===== config.mk =====
export PLATFORM = sky130hd
export DESIGN_NAME = maze_mem_arbiter_flat
export DESIGN_NICKNAME = d
export VERILOG_FILES = /design/src/rtl/maze_pkg.sv /design/src/rtl/maze_mem_arbiter_if.sv /design/src/rtl/maze_rr_arb2.sv /design/src/rtl/maze_mem_arbiter.sv /design/src/flat_wrapper.sv
export SDC_FILE = /design/constraint.sdc
export NUM_CORES = 1
export LEC_CHECK = 0
export BUFFER_PORTS_ARGS = -buffer_cell sky130_fd_sc_hd__buf_2
export CAP_MARGIN = 10
export CORE_ASPECT_RATIO = 1.75
export CORE_MARGIN = 4
export CORE_UTILIZATION = 30
export CTS_CLUSTER_SIZE = 14
export DETAILED_ROUTE_END_ITERATION = 12
export SLEW_MARGIN = 20
export SYNTH_ARGS = -nofsm -noshare
export SYNTH_HDL_FRONTEND = slang
export SYNTH_SLANG_ARGS = --single-unit

===== constraint.sdc =====
create_clock -name clk -period 3.3 [get_ports clk]
set_clock_uncertainty 0.05 [all_clocks]
set_input_delay 0.33 -clock clk [delete_from_list [all_inputs] [get_ports clk]]
set_output_delay 0.33 -clock clk [all_outputs]
set_load 0.05 [all_outputs]

===== src/rtl/maze_pkg.sv =====
// Shared constants and encodings for the maze cell RAM arbiter.
package maze_pkg;

  localparam int ADDR_W  = 8;    // {row[3:0], col[3:0]}
  localparam int N_CELLS = 256;  // cells swept by a clear, 2**ADDR_W

  typedef enum logic {
    SERVE = 1'b0,
    CLEAR = 1'b1
  } state_t;

  typedef enum logic [1:0] {
    LOADER  = 2'd0,
    SOLVER  = 2'd1,
    DISPLAY = 2'd2
  } req_id_t;

endpackage


===== src/rtl/maze_mem_arbiter_if.sv =====
// Requester, clear-control and RAM-side signals of the maze cell RAM arbiter.
// The arbiter takes the slave view; requesters and the RAM wrapper take master.
interface maze_mem_arbiter_if;
  import maze_pkg::*;

  // clear sweep control
  logic              clr_req;
  logic              clr_busy;
  logic              clr_done;

  // loader port
  logic              ld_req;
  logic              ld_wr;
  logic [ADDR_W-1:0] ld_addr;
  logic              ld_din;
  logic              ld_gnt;
  logic              ld_dout;
  logic              ld_valid;

  // solver port
  logic              sv_req;
  logic              sv_wr;
  logic [ADDR_W-1:0] sv_addr;
  logic              sv_din;
  logic              sv_gnt;
  logic              sv_dout;
  logic              sv_valid;

  // display port (read-only)
  logic              dp_req;
  logic [ADDR_W-1:0] dp_addr;
  logic              dp_gnt;
  logic              dp_dout;
  logic              dp_valid;

  // RAM wrapper
  logic              mem_en;
  logic              mem_we;
  logic [ADDR_W-1:0] mem_addr;
  logic              mem_din;
  logic              mem_dout;

  modport slave (
    input  clr_req,
    output clr_busy, clr_done,
    input  ld_req, ld_wr, ld_addr, ld_din,
    output ld_gnt, ld_dout, ld_valid,
    input  sv_req, sv_wr, sv_addr, sv_din,
    output sv_gnt, sv_dout, sv_valid,
    input  dp_req, dp_addr,
    output dp_gnt, dp_dout, dp_valid,
    output mem_en, mem_we, mem_addr, mem_din,
    input  mem_dout
  );

  modport master (
    output clr_req,
    input  clr_busy, clr_done,
    output ld_req, ld_wr, ld_addr, ld_din,
    input  ld_gnt, ld_dout, ld_valid,
    output sv_req, sv_wr, sv_addr, sv_din,
    input  sv_gnt, sv_dout, sv_valid,
    output dp_req, dp_addr,
    input  dp_gnt, dp_dout, dp_valid,
    input  mem_en, mem_we, mem_addr, mem_din,
    output mem_dout
  );

endinterface


===== src/rtl/maze_rr_arb2.sv =====
// Two-way round-robin between solver and display. On a tie the port that
// was not granted last wins; the history only moves when one of them is granted.
module maze_rr_arb2
  import maze_pkg::*;
(
  input  logic clk,
  input  logic rst,
  input  logic sv_req,   // already qualified by loader priority and FSM state
  input  logic dp_req,
  output logic sv_gnt,
  output logic dp_gnt
);

  req_id_t rr_last;

  // Combinational grant so the access is issued in the request cycle.
  always_comb begin
    // NOTE: every combinational output gets a default first so no path leaves it unassigned (no latch).
    sv_gnt = 1'b0;
    dp_gnt = 1'b0;
    if (sv_req && dp_req) begin
      if (rr_last == DISPLAY) sv_gnt = 1'b1;
      else                    dp_gnt = 1'b1;
    end else begin
      sv_gnt = sv_req;
      dp_gnt = dp_req;
    end
  end

  // Remember the last winner; reset favours the solver on the first tie.
  always_ff @(posedge clk) begin
    // NOTE: state registers use non-blocking assignments so every flop samples pre-edge values.
    if (rst)         rr_last <= DISPLAY;
    else if (sv_gnt) rr_last <= SOLVER;
    else if (dp_gnt) rr_last <= DISPLAY;
  end

endmodule


===== src/rtl/maze_mem_arbiter.sv =====
// Shares the single-port maze cell RAM between loader, solver and display,
// and runs a self-sequenced sweep that zeroes every cell before a new solve.
// Loader has absolute priority; solver and display round-robin between them.
module maze_mem_arbiter
  import maze_pkg::*;
(
  input  logic               clk,
  input  logic               rst,
  maze_mem_arbiter_if.slave  bus
);

  localparam logic [ADDR_W:0] CLR_LAST = (ADDR_W+1)'(N_CELLS - 1);

  state_t            state;
  logic [ADDR_W:0]   clr_cnt;   // one spare bit so the terminal compare cannot wrap
  logic              clr_done_q;

  logic              serve_ok;
  logic              ld_gnt;
  logic              sv_gnt;
  logic              dp_gnt;

  logic              ld_pend, sv_pend, dp_pend;
  logic              ld_hold, sv_hold, dp_hold;

  // Grants are only possible in SERVE, out of reset, and not while a clear is being requested.
  assign serve_ok = !rst && (state == SERVE) && !bus.clr_req;
  assign ld_gnt   = serve_ok && bus.ld_req;

  maze_rr_arb2 u_rr (
    .clk    (clk),
    .rst    (rst),
    .sv_req (serve_ok && !bus.ld_req && bus.sv_req),
    .dp_req (serve_ok && !bus.ld_req && bus.dp_req),
    .sv_gnt (sv_gnt),
    .dp_gnt (dp_gnt)
  );

  // Sequence the clear sweep and flag its completion for one cycle.
  always_ff @(posedge clk) begin
    if (rst) begin
      state      <= SERVE;
      clr_cnt    <= '0;
      clr_done_q <= 1'b0;
    end else begin
      clr_done_q <= 1'b0;
      case (state)
        SERVE: if (bus.clr_req) state <= CLEAR;
        CLEAR: begin
          if (clr_cnt == CLR_LAST) begin
            state      <= SERVE;
            clr_cnt    <= '0;
            clr_done_q <= 1'b1;
          end else begin
            clr_cnt <= clr_cnt + 1'b1;
          end
        end
        default: state <= SERVE;
      endcase
    end
  end

  // Drive the RAM from the sweep counter or from the winning requester.
  always_comb begin
    bus.mem_en   = 1'b0;
    bus.mem_we   = 1'b0;
    bus.mem_addr = '0;
    bus.mem_din  = 1'b0;
    if (!rst) begin
      if (state == CLEAR) begin
        bus.mem_en   = 1'b1;
        bus.mem_we   = 1'b1;
        bus.mem_addr = clr_cnt[ADDR_W-1:0];
      end else if (ld_gnt) begin
        bus.mem_en   = 1'b1;
        bus.mem_we   = bus.ld_wr;
        bus.mem_addr = bus.ld_addr;
        bus.mem_din  = bus.ld_din;
      end else if (sv_gnt) begin
        bus.mem_en   = 1'b1;
        bus.mem_we   = bus.sv_wr;
        bus.mem_addr = bus.sv_addr;
        bus.mem_din  = bus.sv_din;
      end else if (dp_gnt) begin
        bus.mem_en   = 1'b1;
        bus.mem_addr = bus.dp_addr;
      end
    end
  end

  // Track granted reads so data is tagged valid when the RAM returns it.
  always_ff @(posedge clk) begin
    if (rst) begin
      ld_pend <= 1'b0;
      sv_pend <= 1'b0;
      dp_pend <= 1'b0;
    end else begin
      ld_pend <= ld_gnt && !bus.ld_wr;
      sv_pend <= sv_gnt && !bus.sv_wr;
      dp_pend <= dp_gnt;
    end
  end

  // Keep each port's last returned read data between reads.
  always_ff @(posedge clk) begin
    if (rst) begin
      ld_hold <= 1'b0;
      sv_hold <= 1'b0;
      dp_hold <= 1'b0;
    end else begin
      if (ld_pend) ld_hold <= bus.mem_dout;
      if (sv_pend) sv_hold <= bus.mem_dout;
      if (dp_pend) dp_hold <= bus.mem_dout;
    end
  end

  assign bus.ld_gnt   = ld_gnt;
  assign bus.sv_gnt   = sv_gnt;
  assign bus.dp_gnt   = dp_gnt;

  assign bus.ld_valid = ld_pend;
  assign bus.sv_valid = sv_pend;
  assign bus.dp_valid = dp_pend;

  assign bus.ld_dout  = ld_pend ? bus.mem_dout : ld_hold;
  assign bus.sv_dout  = sv_pend ? bus.mem_dout : sv_hold;
  assign bus.dp_dout  = dp_pend ? bus.mem_dout : dp_hold;

  assign bus.clr_busy = (state == CLEAR);
  assign bus.clr_done = clr_done_q;

endmodule


===== src/flat_wrapper.sv =====
// flat-port wrapper written by rule: the top's interface ports become plain ports
module maze_mem_arbiter_flat import maze_pkg::*;
  (clk, rst, bus_clr_req, bus_clr_busy, bus_clr_done, bus_ld_req, bus_ld_wr, bus_ld_addr, bus_ld_din, bus_ld_gnt, bus_ld_dout, bus_ld_valid, bus_sv_req, bus_sv_wr, bus_sv_addr, bus_sv_din, bus_sv_gnt, bus_sv_dout, bus_sv_valid, bus_dp_req, bus_dp_addr, bus_dp_gnt, bus_dp_dout, bus_dp_valid, bus_mem_en, bus_mem_we, bus_mem_addr, bus_mem_din, bus_mem_dout);
  maze_mem_arbiter_if bus_i ();
  input  logic clk;
  input  logic rst;
  input wire logic [$bits(bus_i.clr_req)-1:0] bus_clr_req;
  output wire logic [$bits(bus_i.clr_busy)-1:0] bus_clr_busy;
  output wire logic [$bits(bus_i.clr_done)-1:0] bus_clr_done;
  input wire logic [$bits(bus_i.ld_req)-1:0] bus_ld_req;
  input wire logic [$bits(bus_i.ld_wr)-1:0] bus_ld_wr;
  input wire logic [$bits(bus_i.ld_addr)-1:0] bus_ld_addr;
  input wire logic [$bits(bus_i.ld_din)-1:0] bus_ld_din;
  output wire logic [$bits(bus_i.ld_gnt)-1:0] bus_ld_gnt;
  output wire logic [$bits(bus_i.ld_dout)-1:0] bus_ld_dout;
  output wire logic [$bits(bus_i.ld_valid)-1:0] bus_ld_valid;
  input wire logic [$bits(bus_i.sv_req)-1:0] bus_sv_req;
  input wire logic [$bits(bus_i.sv_wr)-1:0] bus_sv_wr;
  input wire logic [$bits(bus_i.sv_addr)-1:0] bus_sv_addr;
  input wire logic [$bits(bus_i.sv_din)-1:0] bus_sv_din;
  output wire logic [$bits(bus_i.sv_gnt)-1:0] bus_sv_gnt;
  output wire logic [$bits(bus_i.sv_dout)-1:0] bus_sv_dout;
  output wire logic [$bits(bus_i.sv_valid)-1:0] bus_sv_valid;
  input wire logic [$bits(bus_i.dp_req)-1:0] bus_dp_req;
  input wire logic [$bits(bus_i.dp_addr)-1:0] bus_dp_addr;
  output wire logic [$bits(bus_i.dp_gnt)-1:0] bus_dp_gnt;
  output wire logic [$bits(bus_i.dp_dout)-1:0] bus_dp_dout;
  output wire logic [$bits(bus_i.dp_valid)-1:0] bus_dp_valid;
  output wire logic [$bits(bus_i.mem_en)-1:0] bus_mem_en;
  output wire logic [$bits(bus_i.mem_we)-1:0] bus_mem_we;
  output wire logic [$bits(bus_i.mem_addr)-1:0] bus_mem_addr;
  output wire logic [$bits(bus_i.mem_din)-1:0] bus_mem_din;
  input wire logic [$bits(bus_i.mem_dout)-1:0] bus_mem_dout;
  assign bus_i.clr_req = bus_clr_req;
  assign bus_clr_busy = bus_i.clr_busy;
  assign bus_clr_done = bus_i.clr_done;
  assign bus_i.ld_req = bus_ld_req;
  assign bus_i.ld_wr = bus_ld_wr;
  assign bus_i.ld_addr = bus_ld_addr;
  assign bus_i.ld_din = bus_ld_din;
  assign bus_ld_gnt = bus_i.ld_gnt;
  assign bus_ld_dout = bus_i.ld_dout;
  assign bus_ld_valid = bus_i.ld_valid;
  assign bus_i.sv_req = bus_sv_req;
  assign bus_i.sv_wr = bus_sv_wr;
  assign bus_i.sv_addr = bus_sv_addr;
  assign bus_i.sv_din = bus_sv_din;
  assign bus_sv_gnt = bus_i.sv_gnt;
  assign bus_sv_dout = bus_i.sv_dout;
  assign bus_sv_valid = bus_i.sv_valid;
  assign bus_i.dp_req = bus_dp_req;
  assign bus_i.dp_addr = bus_dp_addr;
  assign bus_dp_gnt = bus_i.dp_gnt;
  assign bus_dp_dout = bus_i.dp_dout;
  assign bus_dp_valid = bus_i.dp_valid;
  assign bus_mem_en = bus_i.mem_en;
  assign bus_mem_we = bus_i.mem_we;
  assign bus_mem_addr = bus_i.mem_addr;
  assign bus_mem_din = bus_i.mem_din;
  assign bus_i.mem_dout = bus_mem_dout;
  maze_mem_arbiter u_core (.clk(clk), .rst(rst), .bus(bus_i));
endmodule

==> impl_metrics.py <==
metrics = {
    "power": {
        "power.switching_mw": 0.158,
        "power_frac_comb_pct": 22.4,
        "vdd_drop_max_mv": 0.185,
        "powerDensity_mw_per_mm2": 352,
        "clkPwrFrac_pct": 31.2,
        "p_leak_nw": 0.662,
        "p_sw_share_pct": 30.5,
        "seq_power_share_pct": 46.4,
        "p_total_mw": 0.517,
        "p_int_mw": 0.359,
    },
    "global_routing": {
        "grt_util_met3_pct": 2.02,
        "grt_pass1_wl_um": 4860,
        "top_usage_layer": "met2",
        "grt_max_degree": 25,
        "grtUsageTotal_pct": 13.6,
        "met1_usage_pct": 15.4,
        "overflow": 0,
        "grt_use_met2_pct": 23.8,
        "grt_pass1_vias": 1099,
        "antenna_found_initial": 0,
    },
    "setup_path": {
        "critPathKind": "reg2out",
        "cp-start-kind": "register",
        "cp_data_required_time_ns": 2.92,
        "cp_data_arrival_time_ns": 2.17,
        "worstRegToRegCells": 4,
        "endpoint_kind": "primary output",
        "worstPathMaxFanout": 9,
        "reg2reg_slack_ns": 1.37,
    },
    "outcome": {
        "status": "completed",
    },
    "synthesis": {
        "seq_area_frac_synth_pct": 34.0,
        "synthCells": 130,
        "ys_types": 35,
        "synth_async_sr_flop_share_pct": 0,
        "syn_nets": 166,
        "yosys_most_used_dff": "dfxtp_1",
        "yosysWarnings": 0,
        "avgSynthCellArea_um2": 8.61,
        "syn_area_mm2": 0.00112,
        "synth-edff-count": 0,
        "ys_ff_latch": 19,
    },
    "place": {
        "hpwl_um": 2520,
        "place_area_mm2": 0.00142,
        "gp_congestion": 0.774,
        "io_buffer_count": 56,
    },
    "drt": {
        "via_per_inst": 5.16,
        "vias": 1171,
        "dr.pass1.iters": 4,
        "first_iter_violations": 32,
        "wl_per_cell_um": 14.2,
        "drc": 0,
        "drtAntennaViolNets": 0,
        "wl_um": 3230,
    },
    "timing": {
        "drv_slew": 0,
        "setup_tns_ns": 0,
        "grt_setup_unrepaired": "false",
        "period_needed_ns": 2.55,
        "finalSetupViolations": 0,
        "timing.hold.ws_ns": 0.197,
        "finalHoldViolations": 0,
        "max_slew_margin_pct": 49.5,
        "worst_pin_slew_ns": 0.752,
        "fin_crit_sh_pct": 77.4,
        "fmax_ghz": 0.392,
    },
    "worst_hold_path": {
        "min_path_type": "in2reg",
        "min_path_cells": 2,
    },
    "clock_tree": {
        "clock_sink_count": 19,
        "cts_root_buffer": "clkbuf_8",
        "clk_latency_ns": 0.26,
        "clkTransAtPathRegs_ns": 0.07,
        "post_cts_buffers": 0,
        "cts-buffers-inserted": 3,
        "postCtsHoldBufs": 0,
        "cts_tree": "yes",
        "clock_path_buffers": 2,
        "ctsResizeCount": 0,
        "htree_num_levels": 1,
    },
    "die": {
        "die_area_mm2": 0.00481,
        "start_util_pct": 30.9,
        "die_w_um": 54.2,
        "ios": 57,
        "rows": 29,
        "die_y_um": 88.8,
        "coreArea_mm2": 0.00363,
    },
    "finish": {
        "regArea_um2": 380,
        "most-common-layout-cells": "buf_2 (56), dfxtp_1 (19), nand2_1 (13)",
        "area_growth_pct": 31.1,
        "mostFrequentLayoutCell": "buf_2",
        "fin_util_pct": 40.4,
        "fin_area_mm2": 0.00147,
        "multi_input_area_um2": 688,
        "num-fill-cells": 393,
        "layout-drive-gt1-share_pct": 36.5,
        "antenna_cells": 0,
        "fin_nets": 218,
    },
    "job": {
        "drv_cap": 0,
    },
}
-- critical path, stage by stage, from the launching register on --
cell and delay [ns]:
dfxtp_1 0.40, or4_1 0.68, nor3_4 0.38, a221o_1 0.20, buf_2 0.26
-- cells in the mapped netlist (4+ instances only) --
library cell,instances,area [µm²]
nand4_1,4,25.0
nor3_1,4,20.0
dfxtp_1,19,380
a21oi_1,12,60.1
clkbuf_1,4,15.0
a221o_1,9,90.1
nand2_1,13,48.8
buf_2,5,25.0
nor2_1,7,26.3
o21ai_0,4,20.0
or4bb_1,8,90.1
-- final timing paths --
path,endpoint,start
worst max-delay path,bus_mem_addr[0],u_core.bus.clr_busy
worst min-delay path,u_core.bus.ld_valid,bus_ld_wr
worst max register to register,u_core.clr_cnt[0],u_core.bus.clr_busy
worst min register to register,u_core.bus.clr_done,u_core.clr_cnt[8]
-- logic make-up (layout without fill, tap and decap cells) --
| kind of cell | after synthesis | after routing | synth area share (%) |
|---|---|---|---|
| AO/OA/AOI/OAI | 35 | 35 | 22.8 |
| AND/OR/NAND/NOR | 56 | 56 | 31.4 |
| buffers and inverters | 12 | 63 | 4.58 |
| multiplexers | 3 | 3 | 3.02 |
| adder cells (fa/ha/maj) | 1 | 1 | 1.12 |
| XOR/XNOR | 4 | 4 | 3.13 |
| flip-flops | 19 | 19 | 34.0 |
-- layer usage --
| metal | share of wire [%] | wire length, µm | up-vias |
|---|---|---|---|
| met5 | 0 | 0 | - |
| li1 | - | - | 592 |
| met1 | 39 | 1260 | 536 |
| met2 | 52 | 1670 | 38 |
| met4 | 1.8 | 59 | 0 |
| met3 | 7.2 | 233 | 5 |
-- sequential cells by signal, summed over array words and instances (netlist names) --
| name | flops |
|---|---|
| u_core.dp_hold | 1 |
| u_core.bus.sv_valid | 1 |
| u_core.bus.clr_done | 1 |
| u_core.bus.ld_valid | 1 |
| u_core.clr_cnt | 9 |
| u_core.bus.clr_busy | 1 |
| u_core.bus.dp_valid | 1 |
| u_core.sv_hold | 1 |
| u_core.ld_hold | 1 |
| u_core.u_rr.rr_last | 2 |
-- stage by stage --
step	setup WS (ns)	cells
after global routing	0.659	227
after CTS	0.738	227
final	0.746	227
after global placement	0.926	223
after floorplan	0.296	130
after detailed placement	0.901	223
-- power groups by stage --
stage / logic (mW) / clock network [mW] / registers, mW
after detailed placement: 0.116 / 0 / 0.245
after floorplan: 0.0748 / 0 / 0.248
after global placement: 0.116 / 0 / 0.245
after global routing: 0.125 / 0.176 / 0.241
final: 0.116 / 0.161 / 0.240
after CTS: 0.116 / 0.168 / 0.240
-- area by class of cell --
type / count / area share [%]
Inverter: 2 / 0.512
Multi-Input combinational cell: 99 / 46.9
Tap cell: 46 / 3.92
Timing Repair Buffer: 57 / 19.6
Clock inverter: 1 / 0.341
Sequential cell: 19 / 25.9
Clock buffer: 3 / 2.81
No activity file was read; power rests on OpenSTA's default activity.
